$ cat config.mk
export PLATFORM = sky130hd
export DESIGN_NAME = regfile_wb_arbiter_flat
export DESIGN_NICKNAME = d
export VERILOG_FILES = /design/src/rtl/regfile_wb_arbiter_pkg.sv /design/src/rtl/regfile_wb_arbiter_if.sv /design/src/rtl/regfile_wb_arbiter_rr_arbiter2.sv /design/src/rtl/regfile_wb_arbiter.sv /design/src/flat_wrapper.sv
export SDC_FILE = /design/constraint.sdc
export NUM_CORES = 1
export LEC_CHECK = 0
export ABC_AREA = 1
export CORE_ASPECT_RATIO = 0.5
export CORE_MARGIN = 2
export CORE_UTILIZATION = 35
export DETAILED_ROUTE_END_ITERATION = 6
export PLACE_DENSITY = 0.79
export RECOVER_POWER = 25
export REMOVE_ABC_BUFFERS = 1
export SLEW_MARGIN = 20
export SYNTH_ARGS = -nofsm -noshare
export SYNTH_HDL_FRONTEND = slang
export SYNTH_HIERARCHICAL = 1
export SYNTH_SLANG_ARGS = --single-unit
$ cat constraint.sdc
create_clock -name clk -period 4.1 [get_ports clk]
set_clock_uncertainty 0.2 [all_clocks]
set_input_delay 1.23 -clock clk [delete_from_list [all_inputs] [get_ports clk]]
set_output_delay 1.23 -clock clk [all_outputs]
set_load 0.01 [all_outputs]
$ cat src/rtl/regfile_wb_arbiter_pkg.sv
// Shared types and default widths for the register-file writeback arbiter.
package regfile_wb_arbiter_pkg;

  localparam int unsigned DATA_W = 64;
  localparam int unsigned ADDR_W = 5;
  localparam int unsigned CNT_W  = 16;

  typedef enum logic {
    WB_ALU = 1'b0,
    WB_MEM = 1'b1
  } wb_src_e;

  typedef struct packed {
    logic              valid;
    logic [ADDR_W-1:0] rd;
    logic [DATA_W-1:0] data;
  } wb_req_t;

endpackage

$ cat src/rtl/regfile_wb_arbiter_if.sv
// Writeback request / register-file write / hazard bundle between pipeline and arbiter.
interface regfile_wb_arbiter_if #(
  parameter int unsigned DATA_W = regfile_wb_arbiter_pkg::DATA_W,
  parameter int unsigned ADDR_W = regfile_wb_arbiter_pkg::ADDR_W,
  parameter int unsigned CNT_W  = regfile_wb_arbiter_pkg::CNT_W
);

  logic              freeze;
  logic              alu_valid;
  logic [ADDR_W-1:0] alu_rd;
  logic [DATA_W-1:0] alu_data;
  logic              alu_ready;
  logic              mem_valid;
  logic [ADDR_W-1:0] mem_rd;
  logic [DATA_W-1:0] mem_data;
  logic              mem_ready;
  logic [ADDR_W-1:0] writeReg;
  logic [DATA_W-1:0] writeData;
  logic              regWrite;
  logic [ADDR_W-1:0] readReg1;
  logic [ADDR_W-1:0] readReg2;
  logic              hazard1;
  logic              hazard2;
  logic [CNT_W-1:0]  conflict_cnt;

  modport master (
    output freeze,
    output alu_valid, alu_rd, alu_data,
    input  alu_ready,
    output mem_valid, mem_rd, mem_data,
    input  mem_ready,
    input  writeReg, writeData, regWrite,
    output readReg1, readReg2,
    input  hazard1, hazard2,
    input  conflict_cnt
  );

  modport slave (
    input  freeze,
    input  alu_valid, alu_rd, alu_data,
    output alu_ready,
    input  mem_valid, mem_rd, mem_data,
    output mem_ready,
    output writeReg, writeData, regWrite,
    input  readReg1, readReg2,
    output hazard1, hazard2,
    output conflict_cnt
  );

endinterface

$ cat src/rtl/regfile_wb_arbiter_rr_arbiter2.sv
// Two-requester round-robin arbiter with enable; the last winner loses the next tie.
module rr_arbiter2
  import regfile_wb_arbiter_pkg::*;
(
  input  logic clk,
  input  logic rst_n,
  input  logic i_en,
  input  logic i_req_alu,
  input  logic i_req_mem,
  output logic o_gnt_alu,
  output logic o_gnt_mem
);

  wb_src_e r_last;
  wb_src_e w_last_nxt;

  always_ff @(posedge clk or negedge rst_n) begin
    if (!rst_n) r_last <= WB_MEM;
    else        r_last <= w_last_nxt;
  end

  // A grant implies valid&ready, so last-grant only moves on a real transfer.
  always_comb begin
    o_gnt_alu  = 1'b0;
    o_gnt_mem  = 1'b0;
    w_last_nxt = r_last;
    if (i_en) begin
      if (i_req_alu && (!i_req_mem || (r_last == WB_MEM))) begin
        o_gnt_alu  = 1'b1;
        w_last_nxt = WB_ALU;
      end else if (i_req_mem) begin
        o_gnt_mem  = 1'b1;
        w_last_nxt = WB_MEM;
      end
    end
  end

endmodule

$ cat src/rtl/regfile_wb_arbiter.sv
// Shares the register-file write port between ALU and load writeback, with a
// registered write stage, decode hazard flags and a saturating contention counter.
module regfile_wb_arbiter #(
  parameter int unsigned DATA_W = regfile_wb_arbiter_pkg::DATA_W,
  parameter int unsigned ADDR_W = regfile_wb_arbiter_pkg::ADDR_W,
  parameter int unsigned CNT_W  = regfile_wb_arbiter_pkg::CNT_W
) (
  input logic                 clk,
  input logic                 rst_n,
  regfile_wb_arbiter_if.slave bus
);

  import regfile_wb_arbiter_pkg::*;

  typedef struct packed {
    logic              valid;
    logic [ADDR_W-1:0] rd;
    logic [DATA_W-1:0] data;
  } req_t;

  logic              w_en;
  logic              w_gnt_alu;
  logic              w_gnt_mem;
  req_t              w_sel;
  logic              w_sel_wr;
  logic              w_both;
  logic              r_regWrite;
  logic [ADDR_W-1:0] r_writeReg;
  logic [DATA_W-1:0] r_writeData;
  logic [CNT_W-1:0]  r_cnt;
  logic              w_hz1;
  logic              w_hz2;

  assign w_en = !bus.freeze;

  rr_arbiter2 u_arb (
    .clk       (clk),
    .rst_n     (rst_n),
    .i_en      (w_en),
    .i_req_alu (bus.alu_valid),
    .i_req_mem (bus.mem_valid),
    .o_gnt_alu (w_gnt_alu),
    .o_gnt_mem (w_gnt_mem)
  );

  assign bus.alu_ready = w_gnt_alu;
  assign bus.mem_ready = w_gnt_mem;

  always_comb begin
    w_sel = '0;
    if (w_gnt_alu) begin
      w_sel.valid = 1'b1;
      w_sel.rd    = bus.alu_rd;
      w_sel.data  = bus.alu_data;
    end else if (w_gnt_mem) begin
      w_sel.valid = 1'b1;
      w_sel.rd    = bus.mem_rd;
      w_sel.data  = bus.mem_data;
    end
  end

  // x0 transfers are still accepted; they just never reach the register file.
  assign w_sel_wr = w_sel.valid && (w_sel.rd != '0);

  always_ff @(posedge clk or negedge rst_n) begin
    if (!rst_n) begin
      r_regWrite  <= 1'b0;
      r_writeReg  <= '0;
      r_writeData <= '0;
    end else begin
      r_regWrite <= w_sel_wr;
      if (w_sel_wr) begin
        r_writeReg  <= w_sel.rd;
        r_writeData <= w_sel.data;
      end
    end
  end

  assign bus.regWrite  = r_regWrite;
  assign bus.writeReg  = r_writeReg;
  assign bus.writeData = r_writeData;

  assign w_both = bus.alu_valid && bus.mem_valid;

  always_ff @(posedge clk or negedge rst_n) begin
    if (!rst_n)                       r_cnt <= '0;
    else if (w_both && (r_cnt != '1)) r_cnt <= r_cnt + CNT_W'(1);
  end

  assign bus.conflict_cnt = r_cnt;

  // Register file has no bypass, so the write stage counts as in flight.
  always_comb begin
    w_hz1 = 1'b0;
    w_hz2 = 1'b0;
    if (bus.readReg1 != '0) begin
      w_hz1 = (bus.alu_valid && (bus.alu_rd == bus.readReg1)) ||
              (bus.mem_valid && (bus.mem_rd == bus.readReg1)) ||
              (r_regWrite && (r_writeReg == bus.readReg1));
    end
    if (bus.readReg2 != '0) begin
      w_hz2 = (bus.alu_valid && (bus.alu_rd == bus.readReg2)) ||
              (bus.mem_valid && (bus.mem_rd == bus.readReg2)) ||
              (r_regWrite && (r_writeReg == bus.readReg2));
    end
  end

  assign bus.hazard1 = w_hz1;
  assign bus.hazard2 = w_hz2;

endmodule

$ cat src/flat_wrapper.sv
// flat-port wrapper written by rule: the top's interface ports become plain ports
module regfile_wb_arbiter_flat import regfile_wb_arbiter_pkg::*;
#(
  parameter int unsigned DATA_W = regfile_wb_arbiter_pkg::DATA_W,
  parameter int unsigned ADDR_W = regfile_wb_arbiter_pkg::ADDR_W,
  parameter int unsigned CNT_W  = regfile_wb_arbiter_pkg::CNT_W
)
  (clk, rst_n, bus_freeze, bus_alu_valid, bus_alu_rd, bus_alu_data, bus_alu_ready, bus_mem_valid, bus_mem_rd, bus_mem_data, bus_mem_ready, bus_writeReg, bus_writeData, bus_regWrite, bus_readReg1, bus_readReg2, bus_hazard1, bus_hazard2, bus_conflict_cnt);
  regfile_wb_arbiter_if #(.DATA_W(DATA_W), .ADDR_W(ADDR_W), .CNT_W(CNT_W)) bus_i ();
  input logic clk;
  input logic rst_n;
  input wire logic [$bits(bus_i.freeze)-1:0] bus_freeze;
  input wire logic [$bits(bus_i.alu_valid)-1:0] bus_alu_valid;
  input wire logic [$bits(bus_i.alu_rd)-1:0] bus_alu_rd;
  input wire logic [$bits(bus_i.alu_data)-1:0] bus_alu_data;
  output wire logic [$bits(bus_i.alu_ready)-1:0] bus_alu_ready;
  input wire logic [$bits(bus_i.mem_valid)-1:0] bus_mem_valid;
  input wire logic [$bits(bus_i.mem_rd)-1:0] bus_mem_rd;
  input wire logic [$bits(bus_i.mem_data)-1:0] bus_mem_data;
  output wire logic [$bits(bus_i.mem_ready)-1:0] bus_mem_ready;
  output wire logic [$bits(bus_i.writeReg)-1:0] bus_writeReg;
  output wire logic [$bits(bus_i.writeData)-1:0] bus_writeData;
  output wire logic [$bits(bus_i.regWrite)-1:0] bus_regWrite;
  input wire logic [$bits(bus_i.readReg1)-1:0] bus_readReg1;
  input wire logic [$bits(bus_i.readReg2)-1:0] bus_readReg2;
  output wire logic [$bits(bus_i.hazard1)-1:0] bus_hazard1;
  output wire logic [$bits(bus_i.hazard2)-1:0] bus_hazard2;
  output wire logic [$bits(bus_i.conflict_cnt)-1:0] bus_conflict_cnt;
  assign bus_i.freeze = bus_freeze;
  assign bus_i.alu_valid = bus_alu_valid;
  assign bus_i.alu_rd = bus_alu_rd;
  assign bus_i.alu_data = bus_alu_data;
  assign bus_alu_ready = bus_i.alu_ready;
  assign bus_i.mem_valid = bus_mem_valid;
  assign bus_i.mem_rd = bus_mem_rd;
  assign bus_i.mem_data = bus_mem_data;
  assign bus_mem_ready = bus_i.mem_ready;
  assign bus_writeReg = bus_i.writeReg;
  assign bus_writeData = bus_i.writeData;
  assign bus_regWrite = bus_i.regWrite;
  assign bus_i.readReg1 = bus_readReg1;
  assign bus_i.readReg2 = bus_readReg2;
  assign bus_hazard1 = bus_i.hazard1;
  assign bus_hazard2 = bus_i.hazard2;
  assign bus_conflict_cnt = bus_i.conflict_cnt;
  regfile_wb_arbiter #(.DATA_W(DATA_W), .ADDR_W(ADDR_W), .CNT_W(CNT_W)) u_core (.clk(clk), .rst_n(rst_n), .bus(bus_i));
endmodule
; ---- Word level (Yosys, flattened, before mapping)
; Index checks and enable logic that the tools add are counted.
[word_totals]
ff_bits = 87
elab_cells = 46
inputBits = 153
[classes]
n_reduce_logical = 21
n_addsub = 1
mux = 11
eq_ne = 7
bitwise_logic = 1
[op_table]
columns = operator, n
row1 = 70-bit two-way mux, 2
row2 = 5-bit == test, 6
row3 = 16-bit by 1-bit adder with 16-bit output (second input constant), 1
row4 = 16-bit inequality test (second input constant), 1
row5 = 5-bit nonzero test, 3
row6 = 1-bit logical AND, 10
row7 = 1-bit two-way mux, 9
row8 = 1-bit logical OR, 5
row9 = 2-bit AND reduction, 1
row10 = 2-bit nonzero test, 1
row11 = 1-bit logical NOT, 1
row12 = 1-bit inverter, 1

; ---- Logic depth before layout (Yosys ltp)
; Gate-level depths: netlist of the first run.
[depth]
depth_word = 9
ltp_mapped = 13
ltp_nobuf = 10

; ---- By module
; Netlist of the first run, hierarchy kept.
[modules_own_cells]
columns = module, cells_per_inst, area_each_um2, instances
row1 = regfile_wb_arbiter, 689, 5143.7, 1
row2 = rr_arbiter2, 9, 67.6, 1

; ---- Worst setup path after synthesis of the first run
; Ideal clock, no wire load.
[synth_path]
kind = input to output
start = in bus_mem_rd[3]
end = out bus_hazard1
t_arrival_ns = 1.755
required_ns = 2.670
path_stages = 8
setup_slack_ns = 0.915
path_cell_list = clkinv_1 > nand2_1 > nand2_1 > nor2_1 > nand3_1 > nand3_1 > nand2_1 > inv_1
[synth_between]
elab_chain_cells = 5
[synth_lines]
columns = element, line
row1 = start: declaration, flat_wrapper.sv:18  ; input wire logic [$bits(bus_i.mem_rd)-1:0] bus_mem_rd;
row2 = 5-bit == test, regfile_wb_arbiter.sv:98  ; (bus.mem_valid && (bus.mem_rd == bus.readReg1)) ||
row3 = 1-bit logical AND, regfile_wb_arbiter.sv:98
row4 = 1-bit logical OR, regfile_wb_arbiter.sv:97  ; w_hz1 = (bus.alu_valid && (bus.alu_rd == bus.readReg1)) ||
row5 = 1-bit logical OR, regfile_wb_arbiter.sv:98
row6 = 1-bit two-way mux, regfile_wb_arbiter.sv:96  ; if (bus.readReg1 != '0) begin
row7 = end: declaration, flat_wrapper.sv:26  ; output wire logic [$bits(bus_i.hazard1)-1:0] bus_hazard1;
; Every way passes these cells.

; ---- Worst setup path after layout of the first run
[layout_path]
start = in bus_alu_rd[2]
end = out bus_hazard1
[layout_between]
elab_chain_cells = 5
[layout_lines]
columns = element, line
row1 = start: declaration, flat_wrapper.sv:14  ; input wire logic [$bits(bus_i.alu_rd)-1:0] bus_alu_rd;
row2 = 5-bit == test, regfile_wb_arbiter.sv:97
row3 = 1-bit logical AND, regfile_wb_arbiter.sv:97
row4 = 1-bit logical OR, regfile_wb_arbiter.sv:97
row5 = 1-bit logical OR, regfile_wb_arbiter.sv:98
row6 = 1-bit two-way mux, regfile_wb_arbiter.sv:96
; Every way passes these cells.

==> results.sh, run 1 <==
export IMPL_netSwitchingPower_mw=0.958
export IMPL_placed_cells=1125
export IMPL_fin_cells=1141
export IMPL_layout_commonest_cell="nand2_1"
export IMPL_slowest_delay_ns=0.52
export IMPL_multi_input_area_sq_um=2640
export IMPL_path_class="in -> out"
export IMPL_via_per_inst=5.01
export IMPL_syn_to_final_growth_pct=58.0
export IMPL_ios=243
export IMPL_final_nets=1092
export IMPL_hold_violations=0
export IMPL_grt_max_degree=88
export IMPL_wl_per_cell_um=15.6
export IMPL_ant_nets=0
export IMPL_path_max_fanout=3
export IMPL_drive_above_1_share_pct=7.53
export IMPL_status="finished, violations left"
export IMPL_clock_power_share_pct=28.7
export IMPL_startpoint_type="input pin"
export IMPL_route_met3_wl_um=933
export IMPL_cap_viol_max_count=1
export IMPL_grt_pass1_wl_um=28300
export IMPL_slew_violations=88
export IMPL_cp_arrival_ns=2.54
export IMPL_grt_setup_unrepaired="false"
export IMPL_tritoncts="built"
export IMPL_core_sq_um=14500
export IMPL_cts_setup_buffers=0
export IMPL_path_cells="clkdlybuf4s50_1 > inv_1 > nand2_1 > nand2_1 > nor2_1 > nand3_1 > nand3_1 > nand2_1 > inv_1 > dlygate4sd2_1"
export IMPL_p_leak_nw=4.00
export IMPL_failed_checks="max-capacitance violations, max-slew violations"
export IMPL_die_w_um=177
export IMPL_period_share_pct=96.8
export IMPL_finalSetupTns_ns=0
export IMPL_top_layer_used="met4"
export IMPL_path_buf_inv=4
export IMPL_cp_common_cell="nand2_1"
export IMPL_worst_pin_slew_ns=2.13
export IMPL_die_area_sq_um=15900
export IMPL_grt_usage_pct=22.1
export IMPL_synth_cell_type_count=28
export IMPL_cts_clk_slew_worst_paths_ns=0.07
export IMPL_powerDensity_nw_per_um2=357
export IMPL_start_util_pct=35.9
export IMPL_synth_area_sq_um=5210
export IMPL_min_period_ns=3.97
export IMPL_clk_path_buf_depth=2
export IMPL_hpwl_um=13300
export IMPL_power_frac_seq_pct=37.0
export IMPL_die_y_um=90.3
export IMPL_cts_max_level=3
export IMPL_ys_seq_area_share_pct=41.8
export IMPL_fmax_mhz=252
export IMPL_cp_required_ns=2.67
export IMPL_postCtsHoldBufs=0
export IMPL_grt_pass1_vias=5466
export IMPL_regArea_sq_um=2180
export IMPL_synth_seq_cells=87
export IMPL_mostFrequentLayoutCells="nand2_1, clkdlybuf4s50_1, dfrtp_1"
export IMPL_setup_violations_final=0
export IMPL_endpoint_kind="primary output"
export IMPL_clockRootBuffer="clkbuf_16"
export IMPL_drtIter0Drc=379
export IMPL_intPower_mw=1.99
export IMPL_numPortBuffers=242
export IMPL_gp_congestion=0.972
export IMPL_wl_met1_um=7560
export IMPL_hold_class="reg -> reg"
export IMPL_cts_buffers=9
export IMPL_syn_avg_cell_area_sq_um=7.47
export IMPL_syn_instance_count=698
export IMPL_routed_wl_um=17800
export IMPL_drc_errors=0
export IMPL_path_delay_family="buffers and inverters"
export IMPL_num_rows=31
export IMPL_num_vias=5721
export IMPL_grt_ovfl_total=0
export IMPL_max_slew_margin_pct=-42.2
export IMPL_peakVddDrop_v=0.000234
export IMPL_fillers=1340
export IMPL_yosys_warnings=6
export IMPL_crit_slowest_cell="clkdlybuf4s50_1"
export IMPL_insertion_delay_ns=0.33
export IMPL_dr_pass1_iters=5
export IMPL_wl_met2_um=8900
export IMPL_n_antenna_cell=0
export IMPL_clock_sinks=87
export IMPL_switching_share_pct=32.6
export IMPL_combPwrFrac_pct=34.3
export IMPL_antenna_found_initial=0
Yosys cell counts:
library cell | number | area (sq um)
buf_1 | 8 | 30.0
a22o_1 | 64 | 561
o21ai_0 | 3 | 15.0
clkinv_1 | 1 | 3.75
nand4_1 | 71 | 444
a21oi_2 | 2 | 17.5
buf_4 | 5 | 37.5
a21oi_1 | 1 | 5.00
buf_6 | 5 | 56.3
nor2_4 | 2 | 22.5
nor3_2 | 1 | 10.0
a22oi_2 | 1 | 12.5
nand3_1 | 21 | 105
xnor2_1 | 5 | 43.8
dfrtp_1 | 86 | 2150
nor3_1 | 3 | 15.0
buf_2 | 14 | 70.1
clkbuf_1 | 13 | 48.8
o21ai_2 | 5 | 43.8
xor2_1 | 5 | 43.8
ha_1 | 1 | 12.5
nand2_4 | 1 | 11.3
nor2_1 | 41 | 154
o21ai_1 | 1 | 5.00
dfstp_2 | 1 | 26.3
inv_2 | 4 | 15.0
nand2_1 | 291 | 1090
inv_1 | 42 | 158
kinds of logic (layout without fill, tap and decap cells):
kind of cell	Yosys count	count (layout)	synth area share, %
fa+ha+maj	1	1	0.240
xor+xnor	10	10	1.68
compound gates	77	77	12.7
flops	87	87	41.8
simple gates	431	431	35.6
buf+inv	92	337	8.04
flip-flops by register name, indices dropped and copies added (netlist names):
signal,count
u_core/bus.conflict_cnt,16
u_core/bus.regWrite,1
u_core/bus.writeData,64
u_core/bus.writeReg,5
u_core/u_arb/r_last,1
metal layers:
metal	global-route usage, %	vias to the layer above
met5	0	-
met4	6.82	0
met3	4.34	32
met2	38.1	162
met1	28.1	2703
li1	-	2824
power by group through the flow:
stage / clock, mW / sequential [mW] / combinational [mW]
after floorplan: 0 / 1.15 / 0.347
after global placement: 0 / 1.10 / 1.01
after detailed placement: 0 / 1.10 / 1.01
after CTS: 0.870 / 1.09 / 1.01
after global routing: 0.905 / 1.11 / 1.08
final: 0.845 / 1.09 / 1.01
worst register-to-register path, stage by stage (launching register included):
cell and delay [ns]:
dfstp_2 0.56, inv_2 0.05, a21oi_4 0.17, buf_4 0.36, inv_2 0.09, nand2_4 0.11, o21ai_2 0.09, nor2_4 0.18
nand3_2 0.12, buf_4 0.25, nand2_1 0.10, nand2_1 0.06
stage by stage:
step / hold WS, ns / utilization, % / cell area, sq um / worst slack [ns] / power, mW
CTS: 0.302 / 56.8 / 8240 / 0.0193 / 2.97
finish: 0.300 / 56.8 / 8230 / 0.132 / 2.94
global route: 0.316 / 56.8 / 8230 / 0.0127 / 3.10
detailed placement: 0.290 / 54.8 / 7950 / -0.345 / 2.12
global placement: 0.280 / 54.8 / 7950 / -0.427 / 2.10
floorplan: 0.268 / - / 4970 / -4.38 / 1.49
cell type report:
cell class              instances  area share [%]
clock buffers                  10            2.78
multi-input cells             519            32.0
well taps                     198            3.01
inverters                      47            2.16
flip-flops and latches         87            26.5
clock inverters                 6           0.942
repair buffers                274            32.6
path summary, 6_finish.rpt:
kind	start	slack (ns)	to	depth (start not counted)
worst max-delay path	bus_alu_rd[2]	0.13	bus_hazard1	10
worst min-delay path	u_core/u_arb/r_last$_DFFE_PN1P_	0.30	u_core/u_arb/r_last$_DFFE_PN1P_	2
worst max register to register	u_core/u_arb/r_last$_DFFE_PN1P_	1.65	u_core/bus.writeData[48]$_DFFE_PN0P_	11
worst min register to register	u_core/u_arb/r_last$_DFFE_PN1P_	0.30	u_core/u_arb/r_last$_DFFE_PN1P_	2
max in group asynchronous	rst_n	1.13	u_core/bus.writeData[59]$_DFFE_PN0P_	1
min in group asynchronous	rst_n	1.30	u_core/bus.conflict_cnt[14]$_DFFE_PN0P_	1
what timing repair did:
item,CTS,global route
endpoints found under the setup margin,4,2
gates resized for setup,19,5
hold endpoints to repair,0,0
(Power assumes the default switching activity.)
==> run 2: changes to the inputs <==
Settings changed: PLACE_DENSITY 0.79 to 0.82.
Clock period 4.1 ns to 3.65 ns, I/O delays scaled along.
==> run 2 against run 1 <==
Against the previous run:
- the flow still finishes with violations (max-capacitance violations, max-slew violations)
- worst setup slack worse by 0.049 ns
- first-iteration DRC count up 15%
- highest routed layer unchanged
- combinational power up 12%
==> results.sh, run 2 (synthesis gave the netlist of run 1 again) <==
export IMPL_largest_register_ffs=64
export IMPL_cap_viol_max_count=1
export IMPL_cp_required_ns=2.35
export IMPL_clockRootBuffer="clkbuf_16"
export IMPL_intPower_mw=2.17
export IMPL_postLayoutCoreUtil_pct=56.8
export IMPL_wl_per_cell_um=15.6
export IMPL_via_per_inst=4.98
export IMPL_die_area_sq_um=15900
export IMPL_p_leak_nw=4.02
export IMPL_path_max_fanout=3
export IMPL_r2r_start="u_core/u_arb/r_last$_DFFE_PN1P_"
export IMPL_grt_usage_pct=22.4
export IMPL_routed_wl_um=17800
export IMPL_r2r_cells=10
export IMPL_start_util_pct=35.9
export IMPL_grt_pass1_wl_um=28900
export IMPL_worst_pin_slew_ns=2.21
export IMPL_tritoncts="built"
export IMPL_switching_share_pct=33.2
export IMPL_clk_path_buf_depth=2
export IMPL_hold_class="reg -> reg"
export IMPL_cts_buffers=9
export IMPL_powerDensity_nw_per_um2=394
export IMPL_numPortBuffers=242
export IMPL_cts_setup_buffers=0
export IMPL_max_slew_margin_pct=-47.6
export IMPL_rrSetupSlack_ns=1.09
export IMPL_antenna_found_initial=0
export IMPL_combPwrFrac_pct=34.9
export IMPL_drive_above_1_share_pct=8.25
export IMPL_power_frac_seq_pct=37.8
export IMPL_core_sq_um=14500
export IMPL_cp_arrival_ns=2.27
export IMPL_num_vias=5687
export IMPL_gp_congestion=0.883
export IMPL_drtIter0Drc=435
export IMPL_insertion_delay_ns=0.33
export IMPL_ios=243
export IMPL_num_rows=31
export IMPL_grt_setup_unrepaired="false"
export IMPL_min_path_cells=2
export IMPL_layout_commonest_cell="nand2_1"
export IMPL_die_y_um=90.3
export IMPL_die_w_um=177
export IMPL_cts_clk_slew_worst_paths_ns=0.07
export IMPL_dr_pass1_iters=4
export IMPL_clock_sinks=87
export IMPL_peakVddDrop_v=0.000247
export IMPL_startpoint_type="input pin"
export IMPL_final_nets=1094
export IMPL_syn_to_final_growth_pct=58.0
export IMPL_multi_input_area_sq_um=2640
export IMPL_ant_nets=0
export IMPL_status="finished, violations left"
export IMPL_worstHoldStart="u_core/u_arb/r_last$_DFFE_PN1P_"
export IMPL_fin_hold_ws_ns=0.296
export IMPL_clock_power_share_pct=27.3
export IMPL_grt_max_degree=44
export IMPL_n_antenna_cell=0
export IMPL_hold_violations=0
export IMPL_hpwl_um=13600
export IMPL_setup_violations_final=0
export IMPL_path_class="in -> out"
export IMPL_failed_checks="max-capacitance violations, max-slew violations"
export IMPL_drc_errors=0
export IMPL_min_to="u_core/u_arb/r_last$_DFFE_PN1P_"
export IMPL_fmax_mhz=280
export IMPL_netSwitchingPower_mw=1.08
export IMPL_slew_violations=39
export IMPL_crit_reg2reg_capture="u_core/bus.writeData[22]$_DFFE_PN0P_"
export IMPL_cts_max_level=3
export IMPL_regArea_sq_um=2180
export IMPL_period_share_pct=97.7
export IMPL_fillers=1372
export IMPL_mostFrequentLayoutCells="nand2_1, clkdlybuf4s50_1, dfrtp_1"
export IMPL_finalSetupTns_ns=0
export IMPL_endpoint_kind="primary output"
export IMPL_grt_ovfl_total=0
export IMPL_min_period_ns=3.57
export IMPL_grt_pass1_vias=5553
## run 2: cell count changes in the layout (fill, tap and decap cells not counted), sizes merged
cell | before | now
clkdlybuf4s50 | 222 | 215
clkbuf | 12 | 11
clkdlybuf4s15 | 0 | 2
buf | 32 | 35
clkinv | 2 | 3
dlygate4sd2 | 16 | 18
dlymetal6s2s | 2 | 4
bufinv | 1 | 0
inv | 49 | 50
## run 2: critical path, cell delays in order
cell and delay, ns:
dlygate4sd2_1 0.27, inv_1 0.10, nand2_1 0.10, nand2_1 0.06
nor2_1 0.11, nand3_1 0.09, nand3_1 0.10, nand2_1 0.08
inv_1 0.06, clkdlybuf4s15_2 0.21
## run 2: timing repair
item                                    in CTS  in global routing
endpoints found under the setup margin       4                  4
hold buffers                                 0                  0
pin swaps                                    2                  2
gates resized for setup                     31                 10
cloned                                       0                  0
## run 2: power by group through the flow
stage / sequential [mW] / combinational (mW) / clock [mW]
after floorplan: 1.29 / 0.389 / 0
after global placement: 1.23 / 1.13 / 0
after detailed placement: 1.24 / 1.14 / 0
after CTS: 1.23 / 1.14 / 0.912
after global routing: 1.25 / 1.23 / 0.959
final: 1.23 / 1.13 / 0.885
## run 2: area by class of cell
cell class / count / area share [%]
clock buffers: 9 / 2.74
inverters: 47 / 2.16
multi-input cells: 519 / 32.0
flip-flops and latches: 87 / 26.5
repair buffers: 276 / 32.8
well taps: 198 / 3.01
clock inverters: 7 / 0.775
## run 2: metal layers
| layer | GRT usage [%] | part of all wire, % | up-vias |
|---|---|---|---|
| met5 | 0 | 0 | - |
| met4 | 4.82 | 1.1 | 0 |
| met3 | 3.28 | 4.6 | 14 |
| met2 | 39.9 | 52 | 164 |
| met1 | 28.8 | 43 | 2695 |
| li1 | - | - | 2814 |
## run 2: how the worst max path moves through the flow
stage / startpoint / to / depth (start not counted)
after global placement: bus_alu_rd[2] / bus_hazard2 / 10
after floorplan: bus_freeze / u_core/bus.regWrite$_DFF_PN0_ / 6
after detailed placement: bus_readReg2[4] / bus_hazard2 / 10
final: bus_alu_rd[2] / bus_hazard2 / 10
after CTS: bus_mem_rd[2] / bus_hazard2 / 10
after global routing: bus_alu_rd[4] / bus_hazard2 / 10
## run 2: metrics by stage
| stage | instance area (sq um) | cells | power, mW | worst slack [ns] |
|---|---|---|---|---|
| after floorplan | 4970 | 653 | 1.68 | -4.70 |
| after global placement | 7960 | 1127 | 2.37 | -0.526 |
| after detailed placement | 7960 | 1127 | 2.38 | -0.541 |
| after CTS | 8220 | 1143 | 3.28 | -0.0350 |
| after global routing | 8230 | 1143 | 3.43 | 0.00408 |
| final | 8230 | 1143 | 3.24 | 0.0826 |
